## config.mk

```make
export PLATFORM = sky130hd
export DESIGN_NAME = spi_ram_wrapper_p
export DESIGN_NICKNAME = d
export VERILOG_FILES = /design/src/rtl/spi_ram_wrapper_p.sv
export SDC_FILE = /design/constraint.sdc
export NUM_CORES = 2
export LEC_CHECK = 0
export CORE_MARGIN = 4
export CORE_UTILIZATION = 30
export CTS_CLUSTER_SIZE = 28
export DETAILED_ROUTE_END_ITERATION = 16
export SLEW_MARGIN = 20
export SYNTH_ARGS = -nofsm -noshare
export SYNTH_HDL_FRONTEND = slang
export SYNTH_SLANG_ARGS = --single-unit
```

## constraint.sdc

```tcl
create_clock -name clk -period 4 [get_ports clk]
set_clock_uncertainty 0.15 [all_clocks]
set_input_delay 1 -clock clk [delete_from_list [all_inputs] [get_ports clk]]
set_output_delay 1 -clock clk [all_outputs]
set_load 0.01 [all_outputs]
```

## src/rtl/spi_ram_wrapper_p.sv

```systemverilog
// spi_ram_wrapper_p: SPI-framed command interface to a single-port synchronous RAM
module spi_ram_wrapper_p #(
  parameter int DATA_W   = 8,
  parameter int ADDR_W   = 8,
  parameter int AUTO_INC = 1
) (
  input  logic clk,
  input  logic rst_n,
  input  logic SS_n,
  input  logic MOSI,
  output logic MISO,
  output logic cmd_err,
  output logic rd_err,
  output logic frame_done
);
  localparam int F  = DATA_W + 3;
  localparam int CW = $clog2(F + 1);
  typedef enum logic [2:0] {IDLE, RX, EXEC, TX, WAIT} state_t;
  state_t state_q, state_d;
  logic [CW-1:0] cnt_q, cnt_d;
  logic [F-1:0] sr_q, sr_d;
  logic [DATA_W-1:0] tx_q, tx_d;
  logic [ADDR_W-1:0] wr_addr_q, wr_addr_d, rd_addr_q, rd_addr_d;
  logic rd_valid_q, rd_valid_d, armed_q, armed_d, miso_q, miso_d;
  logic cmd_err_q, cmd_err_d, rd_err_q, rd_err_d, done_q, done_d, mem_we;
  logic [DATA_W-1:0] mem [0:2**ADDR_W-1];
  logic [2:0] cmd;
  logic [DATA_W-1:0] pay;
  assign cmd = sr_q[F-1 -: 3];
  assign pay = sr_q[DATA_W-1:0];
  assign MISO = miso_q;
  assign cmd_err = cmd_err_q;
  assign rd_err = rd_err_q;
  assign frame_done = done_q;
  always_comb begin
    state_d = state_q;
    cnt_d = cnt_q;
    sr_d = sr_q;
    tx_d = tx_q;
    wr_addr_d = wr_addr_q;
    rd_addr_d = rd_addr_q;
    rd_valid_d = rd_valid_q;
    armed_d = armed_q | SS_n;
    miso_d = 1'b0;
    cmd_err_d = 1'b0;
    rd_err_d = 1'b0;
    done_d = 1'b0;
    mem_we = 1'b0;
    // Deselect aborts anything in flight; a frame only counts once EXEC is reached with SS_n low
    if (SS_n && state_q != IDLE) begin
      state_d = IDLE;
      cnt_d = '0;
    end else begin
      case (state_q)
        IDLE: if (!SS_n && armed_q) begin
          state_d = RX;
          cnt_d = '0;
        end
        RX: begin
          sr_d = {sr_q[F-2:0], MOSI};
          cnt_d = cnt_q + 1'b1;
          state_d = (cnt_q == CW'(F - 1)) ? EXEC : RX;
        end
        EXEC: begin
          done_d = 1'b1;
          state_d = WAIT;
          cnt_d = '0;
          case (cmd)
            3'b000: wr_addr_d = pay[ADDR_W-1:0];
            3'b001: begin
              mem_we = 1'b1;
              if (AUTO_INC != 0) wr_addr_d = wr_addr_q + 1'b1;
            end
            3'b110: begin
              rd_addr_d = pay[ADDR_W-1:0];
              rd_valid_d = 1'b1;
            end
            3'b111: if (rd_valid_q) begin
              tx_d = mem[rd_addr_q];
              state_d = TX;
              if (AUTO_INC != 0) rd_addr_d = rd_addr_q + 1'b1;
              else rd_valid_d = 1'b0;
            end else rd_err_d = 1'b1;
            default: cmd_err_d = 1'b1;
          endcase
        end
        TX: if (cnt_q == CW'(DATA_W)) state_d = WAIT;
        else begin
          miso_d = tx_q[DATA_W-1];
          tx_d = {tx_q[DATA_W-2:0], 1'b0};
          cnt_d = cnt_q + 1'b1;
        end
        WAIT: state_d = WAIT;
        default: state_d = IDLE;
      endcase
    end
  end
  always_ff @(posedge clk or negedge rst_n) begin
    if (!rst_n) begin
      state_q <= IDLE;
      cnt_q <= '0;
      sr_q <= '0;
      tx_q <= '0;
      wr_addr_q <= '0;
      rd_addr_q <= '0;
      rd_valid_q <= 1'b0;
      armed_q <= 1'b0;
      miso_q <= 1'b0;
      cmd_err_q <= 1'b0;
      rd_err_q <= 1'b0;
      done_q <= 1'b0;
    end else begin
      state_q <= state_d;
      cnt_q <= cnt_d;
      sr_q <= sr_d;
      tx_q <= tx_d;
      wr_addr_q <= wr_addr_d;
      rd_addr_q <= rd_addr_d;
      rd_valid_q <= rd_valid_d;
      armed_q <= armed_d;
      miso_q <= miso_d;
      cmd_err_q <= cmd_err_d;
      rd_err_q <= rd_err_d;
      done_q <= done_d;
    end
  end
  // RAM contents are deliberately left out of reset
  always_ff @(posedge clk) begin
    if (mem_we) mem[wr_addr_q] <= pay;
  end
endmodule

```

* Word-level counts from Yosys, hierarchy flattened
Memory sizes are Yosys's and may differ from the RTL's. Cells that the tools add are included.
Word-level totals: memories kept 1, register bits 48, RAM bits 2048, output and inout port bits 4, input bits 4, logic and storage cells 89
Operators by class: equal/unequal tests 16, bitwise gates (word level) 2, $add $sub $neg 3, muxes and demuxes 37, reduce and logical (&&, ||, !) cells 18
Memories:
- mem | depth 256, bits a word 8, rd ports 1, clocked after memory_dff 0, write ports 1, line 26 | logic [DATA_W-1:0] mem [0:2**ADDR_W-1];
Operators by type and width (number):
- 8-bit one-hot mux with 2 select lines | 3
- 8-bit two-way mux | 4
- 1-bit two-way mux | 18
- 8-bit by 1-bit adder with 8-bit output (second input constant) | 2
- 4-bit one-hot mux with 4 select lines | 1
- 3-bit two-way mux | 5
- 3-bit one-hot mux with 5 select lines | 1
- 4-bit two-way mux | 3
- 3-bit == test (second input constant) | 3
- 3-bit != test (second input constant) | 3
- 3-bit AND reduction | 3
- 4-bit == test (second input constant) | 2
- 2-bit != test (second input constant) | 4
- 3-bit by 1-bit == test with 1-bit output (second input constant) | 2
- 3-bit by 2-bit == test with 1-bit output (second input constant) | 2
- 3-bit logical NOT | 2
- 2-bit nonzero test | 3
- 5-bit AND reduction | 1
- 5-bit nonzero test | 1
- 4-bit by 1-bit adder with 4-bit output (second input constant) | 1
- 2-bit AND reduction | 2
- 4-bit AND reduction | 1
- 4-bit OR reduction | 1
- 3-bit nonzero test | 1
- other kinds (6) | 7

* Depth between registers and ports, before layout
depth in word-level cells 6, mapped depth 13

* Least setup slack after synthesis
OpenSTA, ideal clock, no wires.
path kind register to register, from reg sr_q[7], to mem mem[0][7], data pin, arrival time 3.224 ns, stages on the path, launching flop included 1, path slack -0.186 ns, library setup time 0.812 ns, cell sequence dfrtp_1
RTL lines:
- start: declaration | line 21 | logic [F-1:0] sr_q, sr_d;
- start signal: assignment | line 115 | sr_q <= sr_d;
- end: declaration | line 26
Straight into the memory's write port.

* Worst setup path in the final report
from reg rd_addr_q[4], to reg tx_q[1]
On the way: cells in the longest elaborated chain, start to end 4
RTL lines:
- start: declaration | line 23 | logic [ADDR_W-1:0] wr_addr_q, wr_addr_d, rd_addr_q, rd_addr_d;
- start signal: assignment | line 118 | rd_addr_q <= rd_addr_d;
- memory 256 x 8 bit
- 8-bit two-way mux | line 78 | 3'b111: if (rd_valid_q) begin
- 8-bit two-way mux | line 68 | case (cmd)
- 8-bit one-hot mux with 2 select lines | line 54 | case (state_q)
- end signal: assignment | line 116 | tx_q <= tx_d;
- end: declaration | line 22 | logic [DATA_W-1:0] tx_q, tx_d;
Every way passes these cells. The select of a mux whose other input is x is not followed. A chain may end at the register's enable or synchronous reset.

==> out/metrics.csv <==
stage,metric,value,unit
final_layout,Layout Nets,4385,
sta,final hold violation count,0,
final_layout,share of layout cells above drive strength 1,30.9,%
critical_path,crit path capture,tx_q[1],
synth,largest area contributor in the netlist,edfxtp_1,
global_routing,GRT Util Overall,15.1,%
critical_path,Setup CP Type,reg -> reg,
clock_tree,Hold Buf Count CTS,0,
critical_path,CP Launch Type,flip-flop,
final_layout,Final Non-Filler Cells,8113,
floorplanning,total core area,0.271,mm2
flow_run,number of max-cap violations,0,
synth,Synth Warn #,0,
critical_path,critical register-to-register path startpoint,rd_addr_q[4],
critical_path,Worst Path Arrival,4.39,ns
sta,Tmin final,3.79,ns
synth,Post-Synthesis Cells,3860,
detailed_routing,TritonRoute pass-1 iters,6,
synth,post-synth top area share,75.3,%
sta,setup violators final,0,
clock_tree,CTS Buf Count,210,
synth,synthesized area,0.0817,mm2
critical_path,reg2reg end,tx_q[1],
clock_tree,Post-CTS Setup Bufs,0,
clock_tree,clk slew on worst S/H paths,0.06,ns
clock_tree,CTS tree,built,
placement,Placer Congestion,0.900,
sta,worst-margin pin slew,1.26,ns
floorplanning,full die area,0.281,mm2
floorplanning,starting density of the core,30.1,%
floorplanning,Die W,530,um
clock_tree,post-CTS resize count,0,
global_routing,largest net degree at the start of global routing,126,
sta,Rel. slew slack,15.4,%
global_routing,vias in the first global route,42089,
critical_path,Worst Path Required,4.60,ns
power_and_ir_drop,Worst IR Drop VDD,0.000434,V
final_layout,fin area,0.0963,mm2
critical_path,CP endpoint kind,flip-flop,
floorplanning,row cnt,191,
placement,Placed Instances,7731,
placement,port bufs,7,
placement,Final HPWL DP,137000,um
synth,"Seq/Total Area, Yosys",76.7,%
sta,fin crit share,94.9,%
min_path,worst hold path type,in -> async,
clock_tree,worst skew pair latency,0.85,ns
power_and_ir_drop,PwrDens,515,mW/mm2
placement,pre-CTS WS,0.0873,ns
synth,"EDFF count, synth",2048,
synth,synth unique cells,61,
sta,unrepaired setup endpoints after global routing,no,
synth,proportion of synthesized flip-flops having asynchronous set or reset,2.29,%
run_status,result of the run,"complete, no violations",
final_layout,# fillers,24912,
sta,Max Slew Vio Count,0,
clock_tree,CTS sink cnt,2096,
detailed_routing,initial DRC count,4947,
clock_tree,clk root buf,clkbuf_16,
critical_path,cells on worst reg2reg path,7,
detailed_routing,DRC viols,0,
power_and_ir_drop,Pleak,29.5,nW
synth,syn avg cell area,21.2,um2
final_layout,Finished Core Util,35.6,%
critical_path,CP Launch Point,rd_addr_q[4],
global_routing,grt ovf,0,
detailed_routing,Routed wire per std cell,26.4,um
floorplanning,Die H,530,um
critical_path,Worst R2R Setup Slack,0.21,ns
global_routing,antenna violations before repair,5,
synth,"top cells by area, synth","edfxtp_1 (75%), mux4_2 (15%), dfrtp_1 (1.5%)",
detailed_routing,routed via count,41293,
sta,max frequency,264,MHz
detailed_routing,final wirelength,214000,um
placement,area post-placement,0.0895,mm2
floorplanning,I/O pins,8,
global_routing,global-route wire length before repair,311000,um
sta,setup ws final,0.206,ns
synth,"FF+latch count, synth",2096,
synth,Synthesized Nets,3872,
synth,most used flip-flop cell after synthesis,edfxtp_1,
clock_tree,H-tree depth,4,
clock_tree,clock buffer depth,3,
detailed_routing,drt via density,5.09,
final_layout,area grow syn2layout,17.9,%
critical_path,"Max FO, Critical Path",24,
detailed_routing,antenna-violating nets left,0,
## worst max-delay path, stage by stage, from the launching register on
cell and delay [ns]:
dfrtp_2 0.88, buf_4 0.33, nand2b_1 0.72, nor3_1 0.12
nor4_1 0.38, nand3_1 0.29, o31a_1 0.51, o31ai_1 0.30
## per-stage QoR
stage	total power, mW	hold slack, ns	TNS [ns]
floorplan	28.8	0.303	-90.72
global placement	30.5	0.345	-0.671
detailed placement	30.7	0.347	0
CTS	50.1	0.0913	0
global route	51.2	0.151	0
finish	49.7	0.147	0
## cell families (layout without fill, tap and decap cells)
family	count (synthesis)	count (layout)	synth area share (%)
flops	2096	2096	76.7
mux	634	634	16.1
simple gates	592	592	3.15
compound gates	292	292	2.32
buf+inv	237	918	1.59
fa+ha+maj	8	8	0.123
xor+xnor	1	1	0.0107
other cells	0	2	0
## cells in the mapped netlist (46+ instances only)
| cell | instances |
|---|---|
| nor3_1 | 68 |
| mux4_2 | 538 |
| a21oi_1 | 46 |
| clkbuf_1 | 95 |
| buf_2 | 49 |
| dfrtp_1 | 48 |
| o21ai_0 | 48 |
| o22ai_1 | 83 |
| nand2_1 | 106 |
| nor2_1 | 300 |
| mux2i_1 | 65 |
| edfxtp_1 | 2048 |
## cell type report
| class | count | area (um2) | share of cell area, % |
|---|---|---|---|
| antenna | 2 | 5.00 | 0.00519 |
| clock inverter | 117 | 1320 | 1.36 |
| inverter | 15 | 58.8 | 0.0610 |
| sequential | 2096 | 62700 | 65.1 |
| multi-input combinational | 1527 | 17700 | 18.4 |
| clock buffer | 263 | 5500 | 5.70 |
| timing repair buffer | 523 | 4540 | 4.71 |
| tap | 3570 | 4470 | 4.64 |
## registers in the layout (all words and copies together), names as in the netlist, 3 cells and up
name,flops
mem,2048
sr_q,11
rd_addr_q,8
tx_q,8
wr_addr_q,8
cnt_q,4
state_q,3
## placed cells by master (no fill, tap or decap), types with 5 or more instances in the layout
cell type / n
buf_4: 468
bufinv_16: 23
mux4_2: 538
dfrtp_4: 12
o41ai_1: 7
clkinv_2: 28
nor3_1: 68
nor4_1: 8
and3_1: 5
edfxtp_1: 2048
nand3b_1: 5
dfrtp_1: 35
a221oi_1: 10
clkbuf_1: 51
nor2b_1: 23
o211ai_1: 9
nor2_1: 300
and2_1: 6
o21ai_0: 48
buf_12: 48
nand2_1: 106
mux2_2: 31
o31ai_1: 13
or2_2: 9
a22oi_1: 24
a21oi_1: 46
nand2b_1: 12
nand3_1: 37
a211oi_1: 16
o31a_1: 6
clkbuf_16: 212
clkinv_1: 45
a31oi_1: 8
clkinvlp_4: 10
mux2i_1: 65
clkdlybuf4s50_1: 6
o22ai_1: 83
ha_1: 8
inv_1: 12
## power breakdown
| group | total, mW | internal [mW] | switching [mW] |
|---|---|---|---|
| logic | 2.93 | 0.457 | 2.47 |
| registers | 27.3 | 26.6 | 0.675 |
| clock network | 19.5 | 11.2 | 8.26 |
| total | 49.7 | 38.3 | 11.4 |
## per-layer routing
| layer | routed length (um) | part of all wire (%) | GRT usage [%] | vias up |
|---|---|---|---|---|
| met1 | 88500 | 41 | 20.9 | 22151 |
| met4 | 6630 | 3.1 | 4.87 | 0 |
| met3 | 16300 | 7.6 | 2.80 | 310 |
| met5 | 0 | 0 | 0 | - |
| li1 | - | - | - | 17111 |
| met2 | 103000 | 48 | 24.2 | 1721 |
## worst min path at each step
| stage | startpoint | endpoint | slack, ns | cells past startpoint |
|---|---|---|---|---|
| after floorplan | rd_valid_q | rd_err | 0.30 | 1 |
| after global placement | armed_q | armed_q | 0.35 | 1 |
| after detailed placement | armed_q | armed_q | 0.35 | 1 |
| after CTS | rst_n | wr_addr_q[5] | 0.09 | 1 |
| after global routing | rst_n | wr_addr_q[7] | 0.15 | 1 |
| final | rst_n | wr_addr_q[7] | 0.15 | 1 |
(Power assumes the default switching activity.)
